`config.mk`:
```
export PLATFORM = sky130hd
export DESIGN_NAME = cia_icr
export DESIGN_NICKNAME = d
export VERILOG_FILES = /design/src/rtl/cia_icr.sv
export SDC_FILE = /design/constraint.sdc
export NUM_CORES = 1
export LEC_CHECK = 0
export ABC_AREA = 1
export CAP_MARGIN = 40
export CORE_AREA = 2 2 50 52
export DETAILED_ROUTE_END_ITERATION = 12
export DIE_AREA = 0 0 52 54
export GPL_ROUTABILITY_DRIVEN = 0
export MAX_ROUTING_LAYER = met4
export PLACE_DENSITY = 0.73
export SKIP_CTS_REPAIR_TIMING = 1
export SLEW_MARGIN = 20
export SYNTH_ARGS = -nofsm -noshare
export SYNTH_HDL_FRONTEND = slang
export SYNTH_SLANG_ARGS = --single-unit
```
`constraint.sdc`:
```
create_clock -name clk -period 1.4 [get_ports clk]
set_input_delay 0.42 -clock clk [delete_from_list [all_inputs] [get_ports clk]]
set_output_delay 0.42 -clock clk [all_outputs]
set_load 0.02 [all_outputs]
```
`src/rtl/cia_icr.sv`:
```
// CIA interrupt control register.
// Edge-detects the five interrupt sources, accumulates events in the ICR
// flag register, and combines them with the ICR mask to drive IRQ.
// A read of the ICR returns the pending flags and clears them together with
// irq.
// All state advances only on the phi2_dn strobe.
// MODEL selects the IRQ timing:
//   0 = 6526, irq follows pend one PHI2 cycle later.
//   1 = 8521, irq follows pend in the same cycle.
module cia_icr #(
    parameter int MODEL = 0
) (
    input  logic       clk,
    input  logic       res_n,
    input  logic       phi2_up,
    input  logic       phi2_dn,
    input  logic       rd,
    input  logic       we,
    input  logic [3:0] addr,
    input  logic [7:0] data,
    input  logic       ta_int,
    input  logic       tb_int,
    input  logic       tod_int,
    input  logic       sp_int,
    input  logic       flag_int,
    output logic [7:0] icr,
    output logic       irq_n
);

    localparam logic [3:0] ICR_ADDR = 4'hD;

    logic [4:0] src;
    logic [4:0] src_prev;
    logic [4:0] events;
    logic [4:0] flags;
    logic [4:0] flags_next;
    logic [4:0] mask;
    logic [4:0] mask_next;
    logic       icr_rd;
    logic       icr_wr;
    logic       pend;
    logic       pend_d;
    logic       irq_trig;
    logic       irq;
    logic       irq_next;

    // phi2_up and data[6:5] have no function in this register.
    logic       unused_inputs;
    assign unused_inputs = ^{phi2_up, data[6:5]};

    assign src    = {flag_int, sp_int, tod_int, tb_int, ta_int};
    assign events = src & ~src_prev;
    assign icr_rd = phi2_dn & rd & (addr == ICR_ADDR);
    assign icr_wr = phi2_dn & we & (addr == ICR_ADDR);

    // A read clears the old flags, but an event in the read cycle survives
    // the clear, so no event is ever lost.
    always_comb begin
        flags_next = (icr_rd ? 5'b0 : flags) | events;
    end

    // Set/clear mask write: data[7] is the value written to every selected bit.
    always_comb begin
        mask_next = mask;
        if (icr_wr) begin
            for (int i = 0; i < 5; i++) begin
                if (data[i]) begin
                    mask_next[i] = data[7];
                end
            end
        end
    end

    // pend is evaluated on the post-update flags and mask.
    // Enabling a mask bit for a flag that is already pending therefore
    // raises an interrupt.
    assign pend     = |(flags_next & mask_next);
    assign irq_trig = (MODEL == 0) ? pend_d : pend;

    // irq is sticky until an ICR read.
    // A read cancels a set in the same cycle; a still-true pend re-arms it
    // on the next evaluation.
    always_comb begin
        irq_next = icr_rd ? 1'b0 : (irq | irq_trig);
    end

    // State register: everything advances on the PHI2 falling-edge strobe only.
    always_ff @(posedge clk or negedge res_n) begin
        if (!res_n) begin
            src_prev <= 5'b0;
            flags    <= 5'b0;
            mask     <= 5'b0;
            pend_d   <= 1'b0;
            irq      <= 1'b0;
        end else if (phi2_dn) begin
            src_prev <= src;
            flags    <= flags_next;
            mask     <= mask_next;
            pend_d   <= pend;
            irq      <= irq_next;
        end
    end

    assign icr   = {irq, 2'b00, flags};
    assign irq_n = ~irq;

endmodule

```
==> impl_metrics.env, run 1 <==
export IMPL_grt_pass1_wl_um=2950
export IMPL_synthAdderAreaFrac_pct=0
export IMPL_synth_top_family_by_area="simple AND/OR/NAND/NOR gates"
export IMPL_grt_usage_pct=14.5
export IMPL_layout_setup_ws_ns=0.0651
export IMPL_start_kind="flip-flop"
export IMPL_cp_cell_sequence="dlymetal6s2s_1"
export IMPL_dr_pass1_iters=4
export IMPL_die_area_um2=2810
export IMPL_synth_simple_area_share_pct=35.4
export IMPL_mostFrequentLayoutCell="nand2_1"
export IMPL_ir_drop_mv=0.730
export IMPL_required_ns=0.98
export IMPL_fmax_ghz=0.749
export IMPL_io_buffers=26
export IMPL_yosysTopAreaCell="dfrtp_1"
export IMPL_postSynthCellCount=127
export IMPL_fin_crit_sh_pct=95.3
export IMPL_start_util_pct=40.7
export IMPL_worstPathMaxFanout=3
export IMPL_slowest_stage="dfrtp_1"
export IMPL_synth_area_um2=943
export IMPL_leakage_nw=0.794
export IMPL_drive_above_1_share_pct=22.0
export IMPL_crit_buf_inv=1
export IMPL_vias_per_cell=4.49
export IMPL_critPathMaxStageDelay_ns=0.39
export IMPL_synthXorXnorAreaFrac_pct=0
export IMPL_fp_row_count=18
export IMPL_remaining_drc_errors=0
export IMPL_grt_ovfl_total=0
export IMPL_finalNetCount=188
export IMPL_yosys_register_bits=17
export IMPL_synth_top_area_share_pct=45.1
export IMPL_ys_seq_area_share_pct=45.1
export IMPL_synth_compound_area_share_pct=7.29
export IMPL_path_clk_slew_ns=0.09
export IMPL_final_cell_mix="nand2_1, dfrtp_1, inv_1, dlymetal6s2s_1"
export IMPL_slew_violations=0
export IMPL_die_h_um=54
export IMPL_cts_root_buf="clkbuf_4"
export IMPL_areaGrowthSynthToFinish_pct=45.5
export IMPL_routed_wl_um=1880
export IMPL_clk_latency_ns=0.29
export IMPL_cts_buffers=3
export IMPL_dp_hpwl_um=1370
export IMPL_min_path_type="in -> async"
export IMPL_placed_cells=188
export IMPL_drt_iter0_drc=9
export IMPL_avgSynthCellArea_um2=7.43
export IMPL_synth_area_mux_share_pct=0
export IMPL_endpoint_kind="output pin"
export IMPL_final_cell_area_um2=1370
export IMPL_cap_viol_max_count=0
export IMPL_status="completed"
export IMPL_htree_levels=1
export IMPL_io_pins=32
export IMPL_vias=872
export IMPL_crit_arrival_ns=0.91
export IMPL_ant_nets=0
export IMPL_die_x_um=52
export IMPL_antenna_found_initial=0
export IMPL_clock_sinks=17
export IMPL_dpl_cell_area_um2=1280
export IMPL_routedWlPerCell_um=9.67
export IMPL_pre_cts_ws_ns=-0.377
export IMPL_clock_skew_ns=0.00506
export IMPL_finalCriticalPeriod_ns=1.33
export IMPL_power_density_nw_per_um2=789
export IMPL_grt_pass1_vias=745
export IMPL_cts_path_max_buffers=2
export IMPL_setup_violations=0
export IMPL_core_area_um2=2320
export IMPL_cts_tree="yes"
export IMPL_synth_cell_type_count=18
export IMPL_critical_path_top_delay_family="flip-flops"
export IMPL_fin_setup_tns_ns=0
export IMPL_finalHoldViolCount=0
export IMPL_yosysWarnings=0
export IMPL_grt_max_degree=24
export IMPL_num_antenna_cells=0
export IMPL_synth_area_top_cells="dfrtp_1, nand2_1, inv_1"
export IMPL_stdcell_count=194
export IMPL_path_class="reg -> out"
## kinds of logic after synthesis
group                  count (synthesis)
DFF                                   17
buffers and inverters                 25
other                                  1
AOI/OAI and AO/OA                     12
and+or+nand+nor                       72
## final cells by class
| type | instances | area, um^2 |
|---|---|---|
| Sequential cell | 17 | 425 |
| Clock buffer | 4 | 26.3 |
| Tap cell | 30 | 37.5 |
| Inverter | 19 | 73.8 |
| Multi-Input combinational cell | 86 | 433 |
| Timing Repair Buffer | 38 | 377 |
| Fill cell | 205 | 947 |
## metal layers
layer,GRT usage [%],vias to the layer above,share of wire [%]
li1,-,453,-
met1,17.2,396,44
met3,1.67,4,4.3
met5,-,-,0
met2,24.7,19,49
met4,6.58,0,2.3
## through the flow
step                      power (W)  utilization (%)  hold slack [ns]
after floorplan            0.000706                -            0.124
after global placement     0.000826             55.3            0.463
after detailed placement   0.000835             55.3            0.468
after CTS                   0.00110             56.4            0.440
after global routing        0.00116             59.2            0.445
final                       0.00108             59.2            0.436
## power by group
| group | total (W) | internal, W | switching, W |
|---|---|---|---|
| Clock | 0.000257 | 0.000111 | 0.000146 |
| Combinational | 0.000270 | 0.000130 | 0.000140 |
| Sequential | 0.000556 | 0.000535 | 0.0000207 |
| Total | 0.00108 | 0.000776 | 0.000307 |
## path summary, 6_finish.rpt
| path | end | slack [ns] | from | depth (start not counted) |
|---|---|---|---|---|
| setup / recovery | icr[2] | 0.07 | flags[2]$_DFFE_PN0P_ | 1 |
| hold / removal | flags[1]$_DFFE_PN0P_ | 0.44 | res_n | 2 |
| setup reg to reg | irq_trig$_DFFE_PN0P_ | 0.31 | mask[4]$_DFFE_PN0P_ | 10 |
| hold reg to reg | mask[2]$_DFFE_PN0P_ | 0.48 | mask[2]$_DFFE_PN0P_ | 1 |
| max in group asynchronous | mask[2]$_DFFE_PN0P_ | 0.77 | res_n | 2 |
| min in group clk | mask[2]$_DFFE_PN0P_ | 0.48 | mask[2]$_DFFE_PN0P_ | 1 |
## cell usage after synthesis (all sizes together)
cell type  instances
conb               1
clkbuf             2
o21a               2
nor2              11
nand3b             1
a31oi              3
nand3              9
dfrtp             17
buf                4
inv               19
o21ai              7
nand2             51
## flip-flops by register name, summed over array words and instances (netlist names)
register,count
src_prev,5
mask,5
irq_trig,1
flags,5
irq,1
No activity file was read; power rests on OpenSTA's default activity.
==> run 2: changes to the inputs <==
Settings changed: CELL_PAD_IN_SITES_DETAIL_PLACEMENT set to 0, CELL_PAD_IN_SITES_GLOBAL_PLACEMENT set to 1, CORE_AREA 2 2 50 52 to 2 2 58 60, CTS_BUF_LIST set to sky130_fd_sc_hd__clkbuf_8, DIE_AREA 0 0 52 54 to 0 0 60 62, PLACE_DENSITY 0.73 to 0.76.
==> run 2 against run 1 <==
First-iteration DRC count rose to 3.6 times the previous value. Clock skew fell by 0.0042 ns. Largest cell class unchanged. Clock-buffer cell count fell by 1. Critical path depth rose by 1.
==> impl_metrics.env, run 2 (synthesis gave the netlist of run 1 again) <==
export IMPL_status="completed"
export IMPL_n_fill_cell=333
export IMPL_die_x_um=60
export IMPL_power_frac_comb_pct=24.2
export IMPL_fp_row_count=21
export IMPL_core_area_um2=3180
export IMPL_start_util_pct=29.7
export IMPL_seqPwrFrac_pct=46.6
export IMPL_grt_usage_pct=11.3
export IMPL_final_cell_mix="nand2_1, dlymetal6s2s_1, dfrtp_1, inv_1"
export IMPL_ant_nets=0
export IMPL_p_int_w=0.000871
export IMPL_grt_pass1_wl_um=3110
export IMPL_routed_wl_um=1910
export IMPL_seq_area_um2=425
export IMPL_areaGrowthSynthToFinish_pct=55.6
export IMPL_finalPower_w=0.00119
export IMPL_drive_above_1_share_pct=25.7
export IMPL_cap_viol_max_count=0
export IMPL_power_switching_w=0.000319
export IMPL_io_pins=32
export IMPL_utilization_pct=46.2
export IMPL_crit_arrival_ns=0.90
export IMPL_dp_hpwl_um=1480
export IMPL_p_clk_share_pct=29.2
export IMPL_finalNetCount=191
export IMPL_path_class="reg -> out"
export IMPL_fmax_ghz=0.759
export IMPL_vias_per_cell=4.00
export IMPL_finalHoldViolCount=0
export IMPL_grt_pass1_vias=754
export IMPL_cts_buffers=3
export IMPL_start_kind="flip-flop"
export IMPL_cts_root_buf="clkbuf_8"
export IMPL_clock_skew_ns=0.000846
export IMPL_multi_input_area_um2=448
export IMPL_leakage_nw=0.863
export IMPL_endpoint_kind="output pin"
export IMPL_power_density_nw_per_um2=811
export IMPL_io_buffers=26
export IMPL_drt_iter0_drc=32
export IMPL_die_h_um=62
export IMPL_power_switching_share_pct=26.8
export IMPL_top_regs="flags x5, mask x5, src_prev x5"
export IMPL_cts_tree="yes"
export IMPL_num_antenna_cells=0
export IMPL_fin_crit_sh_pct=94.1
export IMPL_cts_path_max_buffers=2
export IMPL_htree_levels=1
export IMPL_routedWlPerCell_um=8.95
export IMPL_die_area_um2=3720
export IMPL_min_path_type="reg -> reg"
export IMPL_remaining_drc_errors=0
export IMPL_slew_violations=0
export IMPL_fin_setup_tns_ns=0
export IMPL_antenna_found_initial=0
export IMPL_grt_max_degree=18
export IMPL_path_clk_slew_ns=0.06
export IMPL_worstPathMaxFanout=2
export IMPL_mostFrequentLayoutCell="nand2_1"
export IMPL_finalCriticalPeriod_ns=1.32
export IMPL_ir_drop_mv=0.340
export IMPL_dr_pass1_iters=4
export IMPL_clk_latency_ns=0.24
export IMPL_rsz0062_at_grt="false"
export IMPL_clock_sinks=17
export IMPL_vias=852
export IMPL_required_ns=0.98
export IMPL_grt_ovfl_total=0
export IMPL_setup_violations=0
## run 2: changes by cell type in the layout (fill, tap and decap cells not counted), sizes merged
| cell | delta |
|---|---|
| buf | +3 |
| clkbuf | -3 |
| clkdlybuf4s50 | -3 |
| dlymetal6s2s | +5 |
| inv | +1 |
## run 2: power groups by stage
| stage | logic [W] | clock network (W) | registers, W |
|---|---|---|---|
| after floorplan | 0.000134 | 0 | 0.000572 |
| after global placement | 0.000270 | 0 | 0.000563 |
| after global routing | 0.000329 | 0.000391 | 0.000561 |
| after detailed placement | 0.000275 | 0 | 0.000564 |
| final | 0.000288 | 0.000347 | 0.000555 |
| after CTS | 0.000276 | 0.000367 | 0.000555 |
## run 2: routing by layer
layer | share of wire, % | vias to the layer above | track usage (%)
met2 | 50 | 12 | 17.9
met5 | 0 | - | -
li1 | - | 459 | -
met3 | 3.4 | 2 | 1.24
met4 | 0.42 | 0 | 4.76
met1 | 46 | 379 | 14.9
## run 2: cell type report
class / count / area share [%]
clock inverter: 1 / 0.256
sequential: 17 / 29.0
tap: 46 / 3.92
timing repair buffer: 41 / 28.5
clock buffer: 3 / 2.81
inverter: 19 / 5.03
multi-input combinational: 86 / 30.5
## run 2: path summary, 6_finish.rpt
path | depth (start not counted) | endpoint | slack [ns] | start
worst max-delay path | 2 | irq_n | 0.08 | irq$_DFFE_PN0P_
worst min-delay path | 1 | mask[2]$_DFFE_PN0P_ | 0.48 | mask[2]$_DFFE_PN0P_
worst max register to register | 10 | irq_trig$_DFFE_PN0P_ | 0.31 | mask[4]$_DFFE_PN0P_
worst min register to register | 1 | mask[2]$_DFFE_PN0P_ | 0.48 | mask[2]$_DFFE_PN0P_
max in group asynchronous | 2 | src_prev[0]$_DFFE_PN0P_ | 0.72 | res_n
min in group asynchronous | 2 | irq$_DFFE_PN0P_ | 0.49 | res_n
## run 2: metrics by stage
step                      hold slack [ns]  setup slack (ns)  instance area (um^2)  instances
after floorplan                     0.124             0.176                   947        128
after global placement              0.464            -0.378                  1320        206
after CTS                           0.483            -0.321                  1360        210
final                               0.478            0.0830                  1470        213
after detailed placement            0.468            -0.396                  1320        206
after global routing                0.508           0.00354                  1470        213
## run 2: critical path: stages, from the launching register on
cell and delay, ns:
dfrtp_1 0.37, inv_1 0.07, dlymetal6s2s_1 0.22
